### src/rtl/int8008_pkg.sv
// Shared definitions for the 8008 interrupt arbiter: CPU state codes ({S0,S1,S2} order),
// arbiter FSM states and RST opcode construction.
package int8008_pkg;

    localparam logic [2:0] S_WAIT    = 3'b000;
    localparam logic [2:0] S_T2      = 3'b001;
    localparam logic [2:0] S_T1      = 3'b010;
    localparam logic [2:0] S_T1I     = 3'b011;
    localparam logic [2:0] S_T3      = 3'b100;
    localparam logic [2:0] S_T5      = 3'b101;
    localparam logic [2:0] S_STOPPED = 3'b110;
    localparam logic [2:0] S_T4      = 3'b111;

    localparam logic [2:0] RST_LOW = 3'b101;

    typedef enum logic [1:0] {
        ST_IDLE,
        ST_ASSERT,
        ST_ACKCYC
    } fsm_e;

    function automatic logic [7:0] rst_opcode(input logic [2:0] vec);
        return {2'b00, vec, RST_LOW};
    endfunction

endpackage

### src/rtl/int_prio_enc.sv
// Combinational priority encoder over the enabled pending requests.
// INT_RR_PRIORITY_EN: search starts at start_idx and wraps; otherwise index 0 always wins.
module int_prio_enc #(
    parameter int NSRC = 4,
    parameter int IW   = (NSRC > 1) ? $clog2(NSRC) : 1
) (
    input  logic [NSRC-1:0] req_vec,
    input  logic [IW-1:0]   start_idx,
    output logic            vld,
    output logic [IW-1:0]   idx
);

`ifdef INT_RR_PRIORITY_EN
    // Walk offsets from farthest to nearest so the nearest hit is written last.
    always_comb begin
        vld = 1'b0;
        idx = '0;
        for (int off = NSRC - 1; off >= 0; off--) begin
            if (req_vec[(int'(start_idx) + off) % NSRC]) begin
                vld = 1'b1;
                idx = IW'((int'(start_idx) + off) % NSRC);
            end
        end
    end
`else
    logic unused_start;
    assign unused_start = ^start_idx;

    always_comb begin
        vld = 1'b0;
        idx = '0;
        for (int i = NSRC - 1; i >= 0; i--) begin
            if (req_vec[i]) begin
                vld = 1'b1;
                idx = IW'(i);
            end
        end
    end
`endif

endmodule

### src/rtl/int_arbiter_8008.sv
// 8008 interrupt arbiter: edge-latched requests, startup kick, INTERRUPT/ack-cycle sequencing on clk2 falls.
// Optional round-robin source priority via INT_RR_PRIORITY_EN.
module int_arbiter_8008
    import int8008_pkg::*;
#(
    parameter int              NSRC        = 4,
    parameter logic [3*NSRC-1:0] VEC_MAP   = {3'd3, 3'd2, 3'd1, 3'd0},
    parameter logic [2:0]      STARTUP_VEC = 3'd0
) (
    input  logic            sys_clk,
    input  logic            reset,
    input  logic            clk2,
    input  logic            sync,
    input  logic [2:0]      state,
    input  logic [NSRC-1:0] req,
    input  logic [NSRC-1:0] mask,
    output logic            interrupt,
    output logic            int_ack_cycle,
    output logic [7:0]      int_code,
    output logic [NSRC-1:0] ack,
    output logic [NSRC-1:0] pending,
    output logic            busy
);

    localparam int IW = (NSRC > 1) ? $clog2(NSRC) : 1;

    fsm_e            fsm_q;
    logic            clk2_q;
    logic [NSRC-1:0] req_q;
    logic [NSRC-1:0] pending_q;
    logic [NSRC-1:0] ack_q;
    logic [NSRC-1:0] ack_d;
    logic            startup_pend_q;
    logic            startup_grant_q;
    logic            interrupt_q;
    logic            iac_q;
    logic [7:0]      code_q;
    logic [IW-1:0]   grant_q;
    logic [IW-1:0]   start_idx;
    logic            enc_vld;
    logic [IW-1:0]   enc_idx;
    logic [2:0]      vec_sel;
    logic            tick;
    logic [NSRC-1:0] rise;

    assign tick = clk2_q & ~clk2;
    assign rise = req & ~req_q;

`ifdef INT_RR_PRIORITY_EN
    logic [IW-1:0] last_q;
    assign start_idx = (int'(last_q) == NSRC - 1) ? '0 : last_q + IW'(1);
`else
    assign start_idx = '0;
`endif

    int_prio_enc #(.NSRC(NSRC), .IW(IW)) u_enc (
        .req_vec   (pending_q & mask),
        .start_idx (start_idx),
        .vld       (enc_vld),
        .idx       (enc_idx)
    );

    always_comb begin
        vec_sel = '0;
        for (int i = 0; i < NSRC; i++) begin
            if (enc_idx == IW'(i)) vec_sel = VEC_MAP[3*i +: 3];
        end
    end

    // Ack is computed one step early so pending can clear on the same edge the pulse appears.
    always_comb begin
        ack_d = '0;
        if (fsm_q == ST_ASSERT && tick && state == S_T1I && !startup_grant_q) begin
            for (int i = 0; i < NSRC; i++) ack_d[i] = (grant_q == IW'(i));
        end
    end

    always_ff @(posedge sys_clk) begin
        if (reset) begin
            fsm_q           <= ST_IDLE;
            clk2_q          <= 1'b0;
            req_q           <= req;   // a request held across reset is not a new edge
            pending_q       <= '0;
            ack_q           <= '0;
            startup_pend_q  <= 1'b1;
            startup_grant_q <= 1'b0;
            interrupt_q     <= 1'b0;
            iac_q           <= 1'b0;
            code_q          <= rst_opcode(3'd0);
            grant_q         <= '0;
`ifdef INT_RR_PRIORITY_EN
            last_q          <= IW'(NSRC - 1);
`endif
        end else begin
            clk2_q    <= clk2;
            req_q     <= req;
            pending_q <= (pending_q & ~ack_d) | rise;
            ack_q     <= ack_d;
            case (fsm_q)
                ST_IDLE: begin
                    if (tick && !sync) begin
                        if (startup_pend_q && state == S_STOPPED) begin
                            startup_pend_q  <= 1'b0;
                            startup_grant_q <= 1'b1;
                            code_q          <= rst_opcode(STARTUP_VEC);
                            interrupt_q     <= 1'b1;
                            fsm_q           <= ST_ASSERT;
                        end else if (!startup_pend_q && enc_vld) begin
                            startup_grant_q <= 1'b0;
                            grant_q         <= enc_idx;
                            code_q          <= rst_opcode(vec_sel);
                            interrupt_q     <= 1'b1;
                            fsm_q           <= ST_ASSERT;
`ifdef INT_RR_PRIORITY_EN
                            last_q          <= enc_idx;
`endif
                        end
                    end
                end
                ST_ASSERT: begin
                    if (tick && state == S_T1I) begin
                        interrupt_q <= 1'b0;
                        iac_q       <= 1'b1;
                        fsm_q       <= ST_ACKCYC;
                    end
                end
                ST_ACKCYC: begin
                    if (tick && state == S_T3 && !sync) begin
                        iac_q <= 1'b0;
                        fsm_q <= ST_IDLE;
                    end
                end
                default: fsm_q <= ST_IDLE;
            endcase
        end
    end

    assign interrupt     = interrupt_q;
    assign int_ack_cycle = iac_q;
    assign int_code      = code_q;
    assign ack           = ack_q;
    assign pending       = pending_q;
    assign busy          = (fsm_q != ST_IDLE);

endmodule
### config.mk
export PLATFORM = sky130hd
export DESIGN_NAME = int_arbiter_8008
export DESIGN_NICKNAME = d
export VERILOG_FILES = /design/src/rtl/int8008_pkg.sv /design/src/rtl/int_prio_enc.sv /design/src/rtl/int_arbiter_8008.sv
export SDC_FILE = /design/constraint.sdc
export NUM_CORES = 1
export LEC_CHECK = 0
export CAP_MARGIN = 15
export CORE_ASPECT_RATIO = 1.5
export CORE_MARGIN = 1.5
export CORE_UTILIZATION = 44
export CTS_CLUSTER_DIAMETER = 120
export DETAILED_ROUTE_END_ITERATION = 6
export GPL_TIMING_DRIVEN = 0
export PLACE_DENSITY_LB_ADDON = 0.12
export SETUP_SLACK_MARGIN = 0.02
export SLEW_MARGIN = 10
export SYNTH_ARGS = -nofsm -noshare
export SYNTH_HDL_FRONTEND = slang
export SYNTH_HIERARCHICAL = 1
export SYNTH_SLANG_ARGS = --single-unit
export TNS_END_PERCENT = 20
### constraint.sdc
create_clock -name sys_clk -period 2.21 [get_ports sys_clk]
set_input_delay 0.663 -clock sys_clk [delete_from_list [all_inputs] [get_ports sys_clk]]
set_output_delay 0.663 -clock sys_clk [all_outputs]
set_load 0.02 [all_outputs]
==> results of run 1 <==
-- registers in the layout, indices dropped and copies added, names as in the netlist --
register	count
int_ack_cycle	1
interrupt	1
startup_grant_q	1
clk2_q	1
req_q	4
startup_pend_q	1
fsm_q	2
ack	4
int_code	2
grant_q	2
pending	4
-- per-layer routing --
layer	global-route usage, %	vias to the layer above
met5	0	-
met4	8.20	0
met3	1.74	5
met2	30.8	21
met1	19.9	400
li1	-	459
-- critical path, delay by kind of cell, from the launching register on --
kind	cells	cell delay [ns]
DFF	1	0.39
buffers and inverters	2	0.44
and+or+nand+nor	1	0.23
-- cells in the mapped netlist (all sizes together), types with 4 or more instances --
master	number	area share [%]
dfxtp	23	45
nor2	6	2.2
o311ai	4	3.4
o21ai	8	3.9
a21oi	7	3.8
nor3b	5	3.7
buf	7	5.5
nand2	7	2.6
and2	4	2.4
nor2b	11	6.7
-- stage by stage --
step	util, %	area (sq um)	power, uW	hold WS (ns)	cells
finish	61.9	1370	735	0.466	172
CTS	61.9	1370	729	0.471	172
floorplan	-	1040	496	0.462	118
detailed placement	60.7	1340	542	0.455	168
global route	61.9	1370	761	0.497	172
global placement	60.7	1340	539	0.449	168
-- cell families (layout without fill, tap and decap cells) --
| logic type | after synthesis | count (layout) | synth area share (%) |
|---|---|---|---|
| other | 2 | 6 | 0.732 |
| buffers and inverters | 13 | 44 | 7.68 |
| AND/OR/NAND/NOR | 51 | 51 | 30.5 |
| AO/OA/AOI/OAI | 25 | 25 | 16.2 |
| flip-flops | 23 | 23 | 44.9 |
-- power groups by stage --
stage / clock network, uW / logic (uW) / registers (uW)
floorplan: 0 / 50.0 / 446
global placement: 0 / 99.6 / 440
detailed placement: 0 / 101 / 440
CTS: 196 / 102 / 431
global route: 219 / 110 / 433
finish: 202 / 102 / 431
-- what timing repair did --
| item | 4_1_cts | 5_1_grt |
|---|---|---|
| gates cloned | 0 | 0 |
| setup endpoints to repair | 1 | 1 |
| resized for setup | 1 | 1 |
-- layout make-up --
| cell class | count | area (sq um) |
|---|---|---|
| clock buffers | 3 | 22.5 |
| well taps | 23 | 28.8 |
| multi-input cells | 82 | 502 |
| plain buffers | 9 | 63.8 |
| flip-flops and latches | 23 | 460 |
| inverters | 4 | 15.0 |
| clock inverters | 1 | 5.00 |
| repair buffers | 27 | 269 |
| fillers | 220 | 841 |
-- worst max-delay path by stage --
stage | start | endpoint
after global routing | fsm_q[0] | busy
after CTS | fsm_q[0] | busy
final | fsm_q[0] | busy
after detailed placement | clk2 | pending[3]
after global placement | clk2 | pending[1]
after floorplan | sync | startup_pend_q
==> impl_metrics.toml, run 1 <==
[global_routing]
overflow = 0
grt_max_degree = 14
grt_pass1_vias = 847
grt_usage_pct = 17.3
grt_pass1_wl_microns = 3590
antenna_found_initial = 0

[routing]
routed_wl_microns = 2120
vias = 885
remaining_drc_errors = 0
drt-wirelength-per-cell_microns = 12.3
wl_met1_microns = 879
drtPass1Iterations = 4
met3_length_microns = 81
avgViaCountPerCell = 5.15
wl_met2_microns = 1120
antenna_left = 0
top_layer_used = "met4"
drt_iter0_markers = 11

[power]
power.switching_uw = 188
power_frac_seq_pct = 58.6
pwr-share-clk_pct = 27.5
p_leak_uw = 0.000523
p_int_uw = 548
combPwrFrac_pct = 13.9
power_density_nw_per_um2 = 538
switching_share_pct = 25.5
peakVddDrop_mv = 0.401

[clock_tree]
h-tree-depth = 1
clkSinkCount = 23
cts_setup_buffers = 0
clk_pin_slew_ns = 0.13
cts_made_buffers = 3
clkLatencyLatePin_ns = 0.32
hold_buffers = 0
cts_root_buffer = "clkbuf_4"
clockBufferDepth = 2
cts_tree = "built"

[min_path]
whs_endpoint = "int_code[4]"
hp-class = "reg2reg"
min_path_cells = 2
hp-start = "int_code[4]"

[placed_design]
dp_hpwl_microns = 1630
dp_slack_ns = -0.116
port-buffer-count = 27
gp_congestion = 0.772

[timing]
rsz0062_at_grt = "no"
finClkSkew_ns = 0.00715
layout_setup_ws_ns = 0.169
tightest_slew_ns = 0.779
slew_headroom_pct = 47.6
hold_viol = 0
fin_tns_setup_ns = 0
finalCritPeriodShare_pct = 92.3
setup_viol = 0
max_freq_mhz = 490
slew_violations = 0
fin_crit_ns = 2.04

[finish]
layout-drive-gt1-share_pct = 11.4
layout_commonest_cell = "clkdlybuf4s50_1"
antennaDiodeCount = 0
final_cell_mix = "clkdlybuf4s50_1 (26), dfxtp_1 (23), nor2b_1 (11)"
syn_to_final_growth_pct = 33.2
nets = 165

[logic_synthesis]
syn_avg_cell_area_sq_um = 9.00
synth_cell_types = 36
netlist_instances = 114
ys_seq_area_share_pct = 44.9
ys_warn_count = 6
synth_area_sq_um = 1030
async_flop_share_pct = 0
ys_ff_latch = 23
synth_edf_count = 0
synthFlopType = "dfxtp_1"

[worst_setup_path]
cp_slowest_cell = "dfxtp_1"
cp-end-kind = "output pin"
cp.arrival_ns = 1.38
r2r_setup_slack_ns = 0.68
rr_startpoint = "clk2_q"
cpPeakStageDelay_ns = 0.39
critPathMaxFanout = 7
critPathLaunchType = "register"
critical_path.cell_chain = "nor2_1, inv_2, dlygate4sd2_1"
reg2reg_depth = 4
path_class = "reg2out"
cp.required_ns = 1.55
reg2reg_to = "startup_pend_q"

[run_status]
status = "finished, final reports clean"

[floorplan]
ios = 34
die_y_microns = 62.1
fp.dieW_microns = 42.4
die_area_sq_um = 2640
floorplan.initialDensity_pct = 46.5
coreArea_sq_um = 2210
rows = 21

[flow_run]
maxCapViolCount = 0
(Power assumes the default switching activity.)
==> run 2, diff against run 1 <==
--- a/config.mk
+++ b/config.mk
@@ -13,7 +13,7 @@
 export DETAILED_ROUTE_END_ITERATION = 6
 export GPL_TIMING_DRIVEN = 0
 export PLACE_DENSITY_LB_ADDON = 0.12
-export SETUP_SLACK_MARGIN = 0.02
+export SETUP_SLACK_MARGIN = 0.05
 export SLEW_MARGIN = 10
 export SYNTH_ARGS = -nofsm -noshare
 export SYNTH_HDL_FRONTEND = slang
==> results of run 2 <==
Final layout, timing and power as in run 1 (identical DEF).
==> run 3, diff against run 2 <==
--- a/config.mk
+++ b/config.mk
@@ -12,6 +12,7 @@
 export CTS_CLUSTER_DIAMETER = 120
 export DETAILED_ROUTE_END_ITERATION = 6
 export GPL_TIMING_DRIVEN = 0
+export HOLD_SLACK_MARGIN = 0.02
 export PLACE_DENSITY_LB_ADDON = 0.12
 export SETUP_SLACK_MARGIN = 0.05
 export SLEW_MARGIN = 10
==> results of run 3 <==
Final layout, timing and power as in run 1 (identical DEF).
